**src/rtl/vadd_issue_seq_pkg.sv**
```systemverilog
// Shared constants, encodings and FSM states for the vAdd issue sequencer.
package vadd_issue_seq_pkg;

  localparam int unsigned DATA_WIDTH      = 64;
  localparam int unsigned BE_WIDTH        = DATA_WIDTH / 8;
  localparam int unsigned BE_IDX_WIDTH    = $clog2(BE_WIDTH);
  localparam int unsigned EPB_WIDTH       = BE_IDX_WIDTH + 1;
  localparam int unsigned ADDR_WIDTH      = 32;
  localparam int unsigned OPSEL_WIDTH     = 9;
  localparam int unsigned VL_WIDTH        = 11;
  localparam int unsigned PIPE_DEPTH      = 6;
  localparam int unsigned SEW_WIDTH       = 2;
  localparam int unsigned START_IDX_WIDTH = 6;

  // opSel bit that marks a mask-producing compare
  localparam int unsigned OPSEL_MASK_BIT  = 8;

  typedef enum logic [SEW_WIDTH-1:0] {
    SEW_8  = 2'd0,
    SEW_16 = 2'd1,
    SEW_32 = 2'd2,
    SEW_64 = 2'd3
  } sew_e;

  typedef enum logic [1:0] {
    IDLE  = 2'd0,
    ISSUE = 2'd1,
    DRAIN = 2'd2
  } state_e;

endpackage

```
**src/rtl/vadd_tail_be.sv**
```systemverilog
// Byte enable for the final beat of an instruction: the low (rem << sew)
// bytes, or every byte when the element count fills the beat exactly.
module vadd_tail_be
  import vadd_issue_seq_pkg::*;
(
  input  logic [SEW_WIDTH-1:0]    sew,
  input  logic [BE_IDX_WIDTH-1:0] rem,
  output logic [BE_WIDTH-1:0]     be
);

  localparam int unsigned NBYTES_WIDTH = BE_IDX_WIDTH + 1;

  logic [NBYTES_WIDTH-1:0] nbytes;

  assign nbytes = NBYTES_WIDTH'(rem) << sew;

  // Thermometer mask of the active bytes
  always_comb begin
    be = '0;
    for (int unsigned i = 0; i < BE_WIDTH; i++) begin
      be[i] = (rem == '0) || (NBYTES_WIDTH'(i) < nbytes);
    end
  end

endmodule

```
**src/rtl/vadd_issue_seq.sv**
```systemverilog
// Sequences one vAdd-family instruction into per-beat VRF reads and
// ALU requests, then drains the fixed-latency pipeline and pulses done.
module vadd_issue_seq
  import vadd_issue_seq_pkg::*;
(
  input  logic                       clk,
  input  logic                       rst,
  input  logic                       cmd_valid,
  output logic                       cmd_ready,
  input  logic [OPSEL_WIDTH-1:0]     cmd_opSel,
  input  logic [SEW_WIDTH-1:0]       cmd_sew,
  input  logic [VL_WIDTH-1:0]        cmd_vl,
  input  logic [ADDR_WIDTH-1:0]      cmd_vs1,
  input  logic [ADDR_WIDTH-1:0]      cmd_vs2,
  input  logic [ADDR_WIDTH-1:0]      cmd_vd,
  input  logic                       cmd_avg,
  input  logic                       issue_stall,
  output logic                       vrf_rd_en,
  output logic [ADDR_WIDTH-1:0]      vrf_rd_addr0,
  output logic [ADDR_WIDTH-1:0]      vrf_rd_addr1,
  output logic                       alu_valid,
  output logic [SEW_WIDTH-1:0]       alu_sew,
  output logic [OPSEL_WIDTH-1:0]     alu_opSel,
  output logic                       alu_avg,
  output logic [ADDR_WIDTH-1:0]      alu_addr,
  output logic [BE_WIDTH-1:0]        alu_be,
  output logic [START_IDX_WIDTH-1:0] alu_start_idx,
  output logic                       alu_req_start,
  output logic                       alu_req_end,
  output logic                       busy,
  output logic                       done
);

  localparam int unsigned CNT_WIDTH   = VL_WIDTH + 1;
  localparam int unsigned DRAIN_WIDTH = $clog2(PIPE_DEPTH + 1);
  localparam int unsigned SHIFT_WIDTH = 3;

  state_e                  state, state_d;
  logic [CNT_WIDTH-1:0]    beat_q, beat_d;
  logic [CNT_WIDTH-1:0]    elem_q, elem_d;
  logic [CNT_WIDTH-1:0]    nbeats_q;
  logic [DRAIN_WIDTH-1:0]  drain_q, drain_d;
  logic [ADDR_WIDTH-1:0]   rd_addr0_q, rd_addr0_d;
  logic [ADDR_WIDTH-1:0]   rd_addr1_q, rd_addr1_d;
  logic [ADDR_WIDTH-1:0]   vd_q;
  logic [SEW_WIDTH-1:0]    sew_q;
  logic [OPSEL_WIDTH-1:0]  opsel_q;
  logic                    avg_q;
  logic [BE_IDX_WIDTH-1:0] rem_q;
  logic [EPB_WIDTH-1:0]    epb_q;

  logic                    accept_c;
  logic                    rd_en_c;
  logic                    cmd_ready_d;
  logic                    busy_d;
  logic                    done_d;

  logic [EPB_WIDTH-1:0]       cmd_epb_c;
  logic [SHIFT_WIDTH-1:0]     cmd_shift_c;
  logic [CNT_WIDTH-1:0]       cmd_nbeats_c;
  logic [BE_IDX_WIDTH-1:0]    cmd_rem_c;
  logic                       last_beat_c;
  logic                       mask_op_c;
  logic [ADDR_WIDTH-1:0]      beat_addr_c;
  logic [START_IDX_WIDTH-1:0] beat_start_idx_c;
  logic [BE_WIDTH-1:0]        tail_be_c;

  // Per-command geometry: elements per beat, beat count and tail remainder
  assign cmd_epb_c    = EPB_WIDTH'(BE_WIDTH) >> cmd_sew;
  assign cmd_shift_c  = SHIFT_WIDTH'(BE_IDX_WIDTH) - SHIFT_WIDTH'(cmd_sew);
  assign cmd_nbeats_c = (CNT_WIDTH'(cmd_vl) + CNT_WIDTH'(cmd_epb_c) - CNT_WIDTH'(1)) >> cmd_shift_c;
  assign cmd_rem_c    = cmd_vl[BE_IDX_WIDTH-1:0] & BE_IDX_WIDTH'(cmd_epb_c - EPB_WIDTH'(1));

  // Per-beat ALU fields; mask ops address by packed mask bit position
  assign last_beat_c      = (beat_q == nbeats_q - CNT_WIDTH'(1));
  assign mask_op_c        = opsel_q[OPSEL_MASK_BIT];
  assign beat_addr_c      = mask_op_c ? (vd_q + ADDR_WIDTH'(elem_q >> START_IDX_WIDTH))
                                      : (vd_q + ADDR_WIDTH'(beat_q));
  assign beat_start_idx_c = mask_op_c ? elem_q[START_IDX_WIDTH-1:0] : '0;

  vadd_tail_be u_tail_be (
    .sew (sew_q),
    .rem (rem_q),
    .be  (tail_be_c)
  );

  // VRF read port is driven in the issue cycle itself (1-cycle read latency)
  assign vrf_rd_en    = rd_en_c;
  assign vrf_rd_addr0 = rd_addr0_q;
  assign vrf_rd_addr1 = rd_addr1_q;

  // Next-state, counters and read issue
  always_comb begin
    state_d    = state;
    beat_d     = beat_q;
    elem_d     = elem_q;
    drain_d    = drain_q;
    rd_addr0_d = rd_addr0_q;
    rd_addr1_d = rd_addr1_q;
    accept_c   = 1'b0;
    rd_en_c    = 1'b0;

    unique case (state)
      IDLE: begin
        if (cmd_valid) begin
          accept_c   = 1'b1;
          beat_d     = '0;
          elem_d     = '0;
          drain_d    = '0;
          rd_addr0_d = cmd_vs1;
          rd_addr1_d = cmd_vs2;
          state_d    = (cmd_vl == '0) ? DRAIN : ISSUE;
        end
      end
      ISSUE: begin
        if (!issue_stall) begin
          rd_en_c    = 1'b1;
          beat_d     = beat_q + CNT_WIDTH'(1);
          elem_d     = elem_q + CNT_WIDTH'(epb_q);
          rd_addr0_d = rd_addr0_q + ADDR_WIDTH'(1);
          rd_addr1_d = rd_addr1_q + ADDR_WIDTH'(1);
          if (last_beat_c) begin
            state_d = DRAIN;
            drain_d = DRAIN_WIDTH'(PIPE_DEPTH);
          end
        end
      end
      DRAIN: begin
        if (drain_q == '0) begin
          state_d = IDLE;
        end else begin
          drain_d = drain_q - DRAIN_WIDTH'(1);
        end
      end
      default: begin
        state_d = IDLE;
      end
    endcase

    cmd_ready_d = (state_d == IDLE);
    busy_d      = (state_d != IDLE);
    done_d      = (state_d == DRAIN) && (drain_d == '0);
  end

  // State, counters and status outputs
  always_ff @(posedge clk or negedge rst) begin
    if (!rst) begin
      state      <= IDLE;
      beat_q     <= '0;
      elem_q     <= '0;
      drain_q    <= '0;
      rd_addr0_q <= '0;
      rd_addr1_q <= '0;
      cmd_ready  <= 1'b1;
      busy       <= 1'b0;
      done       <= 1'b0;
    end else begin
      state      <= state_d;
      beat_q     <= beat_d;
      elem_q     <= elem_d;
      drain_q    <= drain_d;
      rd_addr0_q <= rd_addr0_d;
      rd_addr1_q <= rd_addr1_d;
      cmd_ready  <= cmd_ready_d;
      busy       <= busy_d;
      done       <= done_d;
    end
  end

  // Capture command fields and derived geometry on accept
  always_ff @(posedge clk or negedge rst) begin
    if (!rst) begin
      vd_q     <= '0;
      sew_q    <= '0;
      opsel_q  <= '0;
      avg_q    <= 1'b0;
      nbeats_q <= '0;
      rem_q    <= '0;
      epb_q    <= '0;
    end else if (accept_c) begin
      vd_q     <= cmd_vd;
      sew_q    <= cmd_sew;
      opsel_q  <= cmd_opSel;
      avg_q    <= cmd_avg;
      nbeats_q <= cmd_nbeats_c;
      rem_q    <= cmd_rem_c;
      epb_q    <= cmd_epb_c;
    end
  end

  // ALU request stage, aligned with VRF read data one cycle after issue
  always_ff @(posedge clk or negedge rst) begin
    if (!rst) begin
      alu_valid     <= 1'b0;
      alu_req_start <= 1'b0;
      alu_req_end   <= 1'b0;
      alu_sew       <= '0;
      alu_opSel     <= '0;
      alu_avg       <= 1'b0;
      alu_addr      <= '0;
      alu_be        <= '0;
      alu_start_idx <= '0;
    end else begin
      alu_valid     <= rd_en_c;
      alu_req_start <= rd_en_c && (beat_q == '0);
      alu_req_end   <= rd_en_c && last_beat_c;
      if (rd_en_c) begin
        alu_sew       <= sew_q;
        alu_opSel     <= opsel_q;
        alu_avg       <= avg_q;
        alu_addr      <= beat_addr_c;
        alu_be        <= last_beat_c ? tail_be_c : '1;
        alu_start_idx <= beat_start_idx_c;
      end
    end
  end

endmodule
```
**config.mk**
```make
export PLATFORM = sky130hd
export DESIGN_NAME = vadd_issue_seq
export DESIGN_NICKNAME = d
export VERILOG_FILES = /design/src/rtl/vadd_issue_seq_pkg.sv /design/src/rtl/vadd_tail_be.sv /design/src/rtl/vadd_issue_seq.sv
export SDC_FILE = /design/constraint.sdc
export NUM_CORES = 1
export LEC_CHECK = 0
export CORE_ASPECT_RATIO = 1.1
export CORE_MARGIN = 5
export CORE_UTILIZATION = 60
export CTS_CLUSTER_DIAMETER = 150
export DETAILED_ROUTE_END_ITERATION = 12
export DONT_BUFFER_PORTS = 1
export PLACE_DENSITY_LB_ADDON = 0.1
export SLEW_MARGIN = 20
export SYNTH_ARGS = -nofsm -noshare
export SYNTH_HDL_FRONTEND = slang
export SYNTH_HIERARCHICAL = 1
export SYNTH_SLANG_ARGS = --single-unit
```
**constraint.sdc**
```tcl
create_clock -name clk -period 4.05 [get_ports clk]
set_clock_uncertainty 0.15 [all_clocks]
set_input_delay 0.405 -clock clk [delete_from_list [all_inputs] [get_ports clk]]
set_output_delay 0.405 -clock clk [all_outputs]
set_load 0.01 [all_outputs]
```
==> run_results.csv, run 1 <==
group,metric,value,unit
global_route,grt_pass1_wl,55100,microns
power,max-vdd-ir-drop,0.000335,V
cts,cts_max_path_buffers,3,
setup_path,critPathCaptureType,"register",
sta,tightest_slew,0.794,ns
global_route,first_global_vias,10900,
synthesis,yosys-top-cells-count,"319 x sky130_fd_sc_hd__nand2_1, 219 x sky130_fd_sc_hd__dfrtp_1, 123 x sky130_fd_sc_hd__a21oi_1",
setup_path,critical_path.cell_chain,"dlygate4sd3_1 -> nor2b_1 -> inv_1 -> ha_1 -> fa_1 -> nor2b_1 -> o2111ai_1 -> a31oi_1 -> xor2_1 -> mux2i_1 -> a2111oi_0 -> o21ai_0",
routing,antenna_left,0,
synthesis,synthMostInstantiatedCell,"sky130_fd_sc_hd__nand2_1",
sta,fin_worst_hold_slack,-0.562,ns
sta,timing.final.crit_share,88.8,%
routing,drc,0,
cts,clkSlewWorstSetupHoldPaths,0.06,ns
setup_path,worst-setup-path-type,"input port to register",
routing,wire_per_inst,18.3,microns
routing,route.vias.total,11000,
hold_path,worst_hold_path_type,"input port to async pin",
finish,final_nets,1725,
sta,fin_tns_setup,0,ns
synthesis,postSynthAreaPerCell,8.42,sq um
synthesis,number_of_enable_type_register_cells_in_the_synthesized_netlist,0,
synthesis,synth-seq-area-share,43.5,%
floorplanning,row_count,55,
routing,drt_wl_total,34000,microns
setup_path,worst_path_most_repeated_cell,"sky130_fd_sc_hd__nor2b_1",
sta,setup_repair_after_global_routing_missed_its_margin,"false",
synthesis,syn_area,0.0127,sq mm
cts,tritoncts,"yes",
routing,drt_met1_wl,14600,microns
power,cellLeakagePower,6.64,nW
finish,layout-area-overhead-vs-synth,15.6,%
global_route,number_of_antenna_violations_at_the_first_check_in_global_routing,1,
setup_path,worstPathBufferInverterCount,2,
finish,share_of_layout_cells_above_drive_strength_1,5.84,%
outcome,run_status,"finished, violations left",
placement,detailedPlacementHpwl,22800,microns
global_route,grt_max_degree,221,
setup_path,slowest_delay,0.73,ns
synthesis,asyncSetResetFlopFracSynth,100,%
cts,clk_lat_worst_skew,0.51,ns
floorplanning,initial_utilization,61.2,%
setup_path,critPathMaxFanout,12,
sta,finalCriticalPeriod,3.60,ns
cts,cts_max_level,1,
routing,detail_route.first_pass.iterations,6,
setup_path,cp-start-kind,"input port",
setup_path,cp.required,4.26,ns
setup_path,path_delay_family,"compound AO/OA/AOI/OAI gates",
sta,fmax,278,MHz
placement,port_buffers,0,
synthesis,synth-seq-cells,220,
global_route,gr-usage-all-layers,27.3,%
floorplanning,io-pin-count,252,
cts,clock_net_sink_count,220,
synthesis,syn-instance-count,1504,
synthesis,synth_top_area_share,43.3,%
cts,holdBufCountCts,106,
job,max_cap_viol_count,0,
synthesis,synth.yosys.warnings,6,
sta,final_hold_violation_count,220,
sta,setup_viol_count_final,0,
sta,worst_slew_margin_rel,47.1,%
routing,drt-initial-drc-count,704,
placement,gp_routability_congestion,0.897,
power,power_per_cell_area,374,mW/mm^2
synthesis,synth_ff_type,"sky130_fd_sc_hd__dfrtp_1",
cts,tritoncts.num_buffers,25,
synthesis,netlist_top_cells_area,"sky130_fd_sc_hd__dfrtp_1 43%, sky130_fd_sc_hd__nand2_1 9.5%, sky130_fd_sc_hd__a21oi_1 4.9%",
global_route,overflow,0,
sta,final-max-slew-violation-count,0,
synthesis,synth_cell_types,75,
floorplanning,die-width,149,microns
routing,top_signal_layer_used,"met4",
routing,wl_met3,2410,microns
floorplanning,die_footprint,0.0241,sq mm
cts,cts-resized-gates,0,
floorplanning,core-area,0.0207,sq mm
routing,via_to_cell_ratio,5.91,
setup_path,slowest_stage_cell_on_the_critical_path,"sky130_fd_sc_hd__dlygate4sd3_1",
outcome,failing_checks,"negative hold slack",
routing,met2RoutedLength,16200,microns
cts,cts_post_setup_buffers_inserted,0,
power,total_power,5.49,mW
setup_path,crit_arrival,3.81,ns
floorplanning,die_height,162,microns
cts,cts.root.buffer_cell,"sky130_fd_sc_hd__clkbuf_16",
synthesis,mappedNetlistNets,1671,
synthesis,synthDominantAreaCellType,"sky130_fd_sc_hd__dfrtp_1",
-- layer usage --
metal / vias to the layer above / global-route usage, %
met1: 5201 / 36.8
met3: 73 / 5.79
met5: - / 0
li1: 5347 / -
met4: 0 / 8.06
met2: 380 / 44.7
-- cell families (layout without fill, tap and decap cells) --
logic type | Yosys count | after routing | share of synthesized area (%)
fa+ha+maj | 44 | 44 | 4.52
flops | 220 | 220 | 43.5
xor+xnor | 70 | 70 | 4.84
other cells | 0 | 1 | 0
compound gates | 374 | 374 | 17.5
mux | 22 | 22 | 2.29
simple gates | 627 | 627 | 22.8
buf+inv | 147 | 219 | 4.68
-- sequential cells by signal, summed over array words and instances (netlist names), 2 cells and up --
name	flops
alu_addr	32
vd_q	32
vrf_rd_addr0	32
vrf_rd_addr1	32
beat_q	12
elem_q	12
nbeats_q	12
alu_opSel	9
opsel_q	9
alu_be	8
alu_start_idx	6
epb_q	4
drain_q	3
rem_q	3
alu_sew	2
sew_q	2
state	2
-- report_power, final --
part	leakage, nW	internal, mW	switching, mW
sequential	2.91	2.31	0.221
combinational	3.32	0.341	0.372
clock	0.409	1.33	0.913
total	6.64	3.98	1.51
-- area by class of cell --
type	count	area (sq um)
Fill cell	1581	6060
Clock inverter	13	125
Clock buffer	32	692
Timing Repair Buffer	118	1150
Sequential cell	220	5510
Tap cell	285	357
Antenna cell	1	2.50
Multi-Input combinational cell	1137	6610
Inverter	56	210
-- final timing paths --
kind / cells past startpoint / startpoint / slack, ns / to
setup / recovery: 12 / cmd_sew[1] / 0.45 / nbeats_q[8]$_DFFE_PN0P_
hold / removal: 0 / rst / -0.56 / alu_opSel[6]$_DFFE_PN0P_
setup reg to reg: 12 / opsel_q[8]$_DFFE_PN0P_ / 0.49 / alu_addr[26]$_DFFE_PN0P_
hold reg to reg: 2 / opsel_q[5]$_DFFE_PN0P_ / 0.31 / alu_opSel[5]$_DFFE_PN0P_
min in group clk: 2 / cmd_vs1[23] / 0.02 / vrf_rd_addr0[23]$_DFFE_PN0P_
max in group asynchronous: 0 / rst / 3.85 / elem_q[0]$_DFFE_PN0P_
-- cells in the final DEF, fill, tap and decap left out, types with 12 or more instances in the layout --
master	instances
sky130_fd_sc_hd__nand2_1	316
sky130_fd_sc_hd__dfrtp_1	219
sky130_fd_sc_hd__a21oi_1	122
sky130_fd_sc_hd__o21ai_0	113
sky130_fd_sc_hd__dlygate4sd3_1	106
sky130_fd_sc_hd__nor2_1	96
sky130_fd_sc_hd__inv_1	56
sky130_fd_sc_hd__nand3_1	51
sky130_fd_sc_hd__ha_1	41
sky130_fd_sc_hd__xnor2_1	36
sky130_fd_sc_hd__o22ai_1	35
sky130_fd_sc_hd__xor2_1	34
sky130_fd_sc_hd__nor3_1	33
sky130_fd_sc_hd__clkbuf_16	25
sky130_fd_sc_hd__nand4_1	21
sky130_fd_sc_hd__and3_1	21
sky130_fd_sc_hd__nor2b_1	16
sky130_fd_sc_hd__a31oi_1	13
sky130_fd_sc_hd__a21o_1	13
sky130_fd_sc_hd__buf_4	12
-- per-stage QoR --
stage	instances	hold slack, ns	setup WS, ns	utilization, %	area (sq um)
after global routing	1862	-0.583	0.142	70.7	14700
after floorplan	1504	-0.0406	0.403	-	12700
final	1862	-0.562	0.454	70.7	14700
after detailed placement	1710	-0.0350	0.538	61.6	12800
after global placement	1710	-0.0340	0.674	61.6	12800
after CTS	1861	-0.577	0.483	70.7	14600
Note: power is estimated with default switching activity, not from simulation.
==> run 2: changes to the inputs <==
Settings changed: PLACE_DENSITY_LB_ADDON 0.1 to 0.12.
==> run_results.csv, run 2 (synthesis results as in run 1) <==
group,metric,value,unit
cts,cts_max_level,1,
setup_path,critPathCaptureType,"register",
routing,wire_per_inst,18.4,microns
floorplanning,core-area,0.0207,sq mm
sta,worst_slew_margin_rel,34.3,%
finish,final_nets,1727,
power,total_power,5.49,mW
finish,antenna_cells_inserted,0,
floorplanning,io-pin-count,252,
setup_path,cp-start-kind,"input port",
power,power_per_cell_area,374,mW/mm^2
setup_path,worst-r2r-cell-count,12,
placement,port_buffers,0,
sta,fin_worst_hold_slack,-0.572,ns
floorplanning,die_footprint,0.0241,sq mm
routing,drc,0,
global_route,gr-usage-all-layers,27.4,%
setup_path,worstSetupStartpoint,"cmd_sew[1]",
finish,postLayoutCoreUtil,70.9,%
placement,gp_routability_congestion,0.884,
job,max_cap_viol_count,0,
cts,cts-resized-gates,0,
setup_path,worstPathBufferInverterCount,2,
cts,clkSlewWorstSetupHoldPaths,0.06,ns
routing,via_to_cell_ratio,6.08,
setup_path,crit_arrival,3.71,ns
setup_path,worst-setup-path-type,"input port to register",
setup_path,reg2reg_setup_slack,0.69,ns
cts,cts_post_setup_buffers_inserted,0,
setup_path,critPathMaxFanout,10,
sta,setup_viol_count_final,0,
global_route,grt_max_degree,221,
outcome,run_status,"finished, violations left",
placement,detailedPlacementHpwl,22600,microns
outcome,failing_checks,"negative hold slack",
power,cellLeakagePower,6.65,nW
floorplanning,row_count,55,
setup_path,slowest_delay,0.70,ns
sta,finalCriticalPeriod,3.49,ns
sta,fmax,286,MHz
setup_path,critical_path.cell_chain,"dlygate4sd3_1 -> nor2b_1 -> inv_1 -> ha_1 -> fa_1 -> nor2b_1 -> o2111ai_1 -> a31oi_1 -> xor2_1 -> mux2i_1 -> a2111oi_0 -> o21ai_0",
setup_path,path_delay_family,"compound AO/OA/AOI/OAI gates",
global_route,number_of_antenna_violations_at_the_first_check_in_global_routing,0,
cts,clk_lat_worst_skew,0.52,ns
routing,drt_wl_total,34300,microns
routing,route.vias.total,11300,
routing,detail_route.first_pass.iterations,5,
finish,commonest_cells_after_routing_fill_and_taps_aside,"316 x sky130_fd_sc_hd__nand2_1, 219 x sky130_fd_sc_hd__dfrtp_1, 122 x sky130_fd_sc_hd__a21oi_1",
floorplanning,initial_utilization,61.2,%
sta,tightest_slew,0.984,ns
setup_path,worst_r2r_startpoint,"beat_q[0]$_DFFE_PN0P_",
cts,tritoncts.num_buffers,25,
setup_path,cp.required,4.27,ns
finish,final_common_cell,"sky130_fd_sc_hd__nand2_1",
sta,timing.final.crit_share,86.3,%
power,max-vdd-ir-drop,0.000369,V
global_route,grt_pass1_wl,55300,microns
global_route,overflow,0,
global_route,first_global_vias,10900,
cts,tritoncts,"yes",
sta,final-max-slew-violation-count,0,
finish,share_of_layout_cells_above_drive_strength_1,5.77,%
finish,layout-area-overhead-vs-synth,15.9,%
setup_path,endpoint_of_the_lowest_slack_register_to_register_path,"alu_addr[20]$_DFFE_PN0P_",
cts,clock_net_sink_count,220,
hold_path,worst_hold_path_type,"input port to async pin",
setup_path,slowest_stage_cell_on_the_critical_path,"sky130_fd_sc_hd__dlygate4sd3_1",
setup_path,worst_path_most_repeated_cell,"sky130_fd_sc_hd__nor2b_1",
setup_path,cp.depth,12,
routing,drt-initial-drc-count,709,
sta,fin_tns_setup,0,ns
floorplanning,die-width,149,microns
setup_path,setup.worst_path.end,"nbeats_q[8]$_DFFE_PN0P_",
cts,cts.root.buffer_cell,"sky130_fd_sc_hd__clkbuf_16",
sta,final_hold_violation_count,220,
routing,antenna_left,0,
cts,cts_max_path_buffers,3,
floorplanning,die_height,162,microns
sta,setup_repair_after_global_routing_missed_its_margin,"false",
-- run 2: cell types whose count changed in the layout (fill, tap and decap cells not counted), sizes merged --
cell         previous run  this run
diode                   1         0
clkinv                  9         8
dlygate4sd3           106       108
-- run 2: worst min path at each step --
stage | from | end | cells after the start
6_report | rst | alu_sew[0]$_DFFE_PN0P_ | 0
5_1_grt | rst | alu_opSel[0]$_DFFE_PN0P_ | 0
4_1_cts | rst | alu_sew[0]$_DFFE_PN0P_ | 0
3_5_place_dp | rst | alu_opSel[3]$_DFFE_PN0P_ | 0
3_3_place_gp | rst | alu_opSel[0]$_DFFE_PN0P_ | 0
2_1_floorplan | rst | alu_addr[0]$_DFFE_PN0P_ | 0
-- run 2: power by group --
part | total, mW | switching, mW | internal, mW
Sequential | 2.52 | 0.219 | 2.31
Clock | 2.25 | 0.917 | 1.33
Combinational | 0.719 | 0.377 | 0.343
Total | 5.49 | 1.51 | 3.98
-- run 2: final cells by class --
| type | count | area (sq um) |
|---|---|---|
| repair buffers | 120 | 1180 |
| clock inverters | 12 | 124 |
| fillers | 1582 | 6030 |
| flip-flops and latches | 220 | 5510 |
| inverters | 56 | 210 |
| well taps | 285 | 357 |
| multi-input cells | 1137 | 6610 |
| clock buffers | 32 | 692 |
-- run 2: what timing repair did --
action,4_1_cts,5_1_grt
setup endpoints to repair,0,0
hold buffers,107,1
hold endpoints to repair,335,221
-- run 2: metal layers --
layer / wire length, microns / global-route usage, % / vias to the layer above / share of wire (%)
met5: 0 / 0 / - / 0
met4: 918 / 7.01 / 0 / 2.7
met3: 2770 / 6.60 / 88 / 8.1
met2: 16100 / 44.9 / 446 / 47
met1: 14500 / 36.9 / 5430 / 42
li1: - / - / 5349 / -
-- run 2: per-stage QoR --
stage	setup WS, ns	cells	cell area, sq um	hold slack, ns
2_1_floorplan	0.403	1504	12700	-0.0406
3_3_place_gp	0.830	1710	12800	-0.0349
3_5_place_dp	0.779	1710	12800	-0.0353
4_1_cts	0.607	1861	14700	-0.581
5_1_grt	0.292	1862	14700	-0.597
6_report	0.555	1862	14700	-0.572
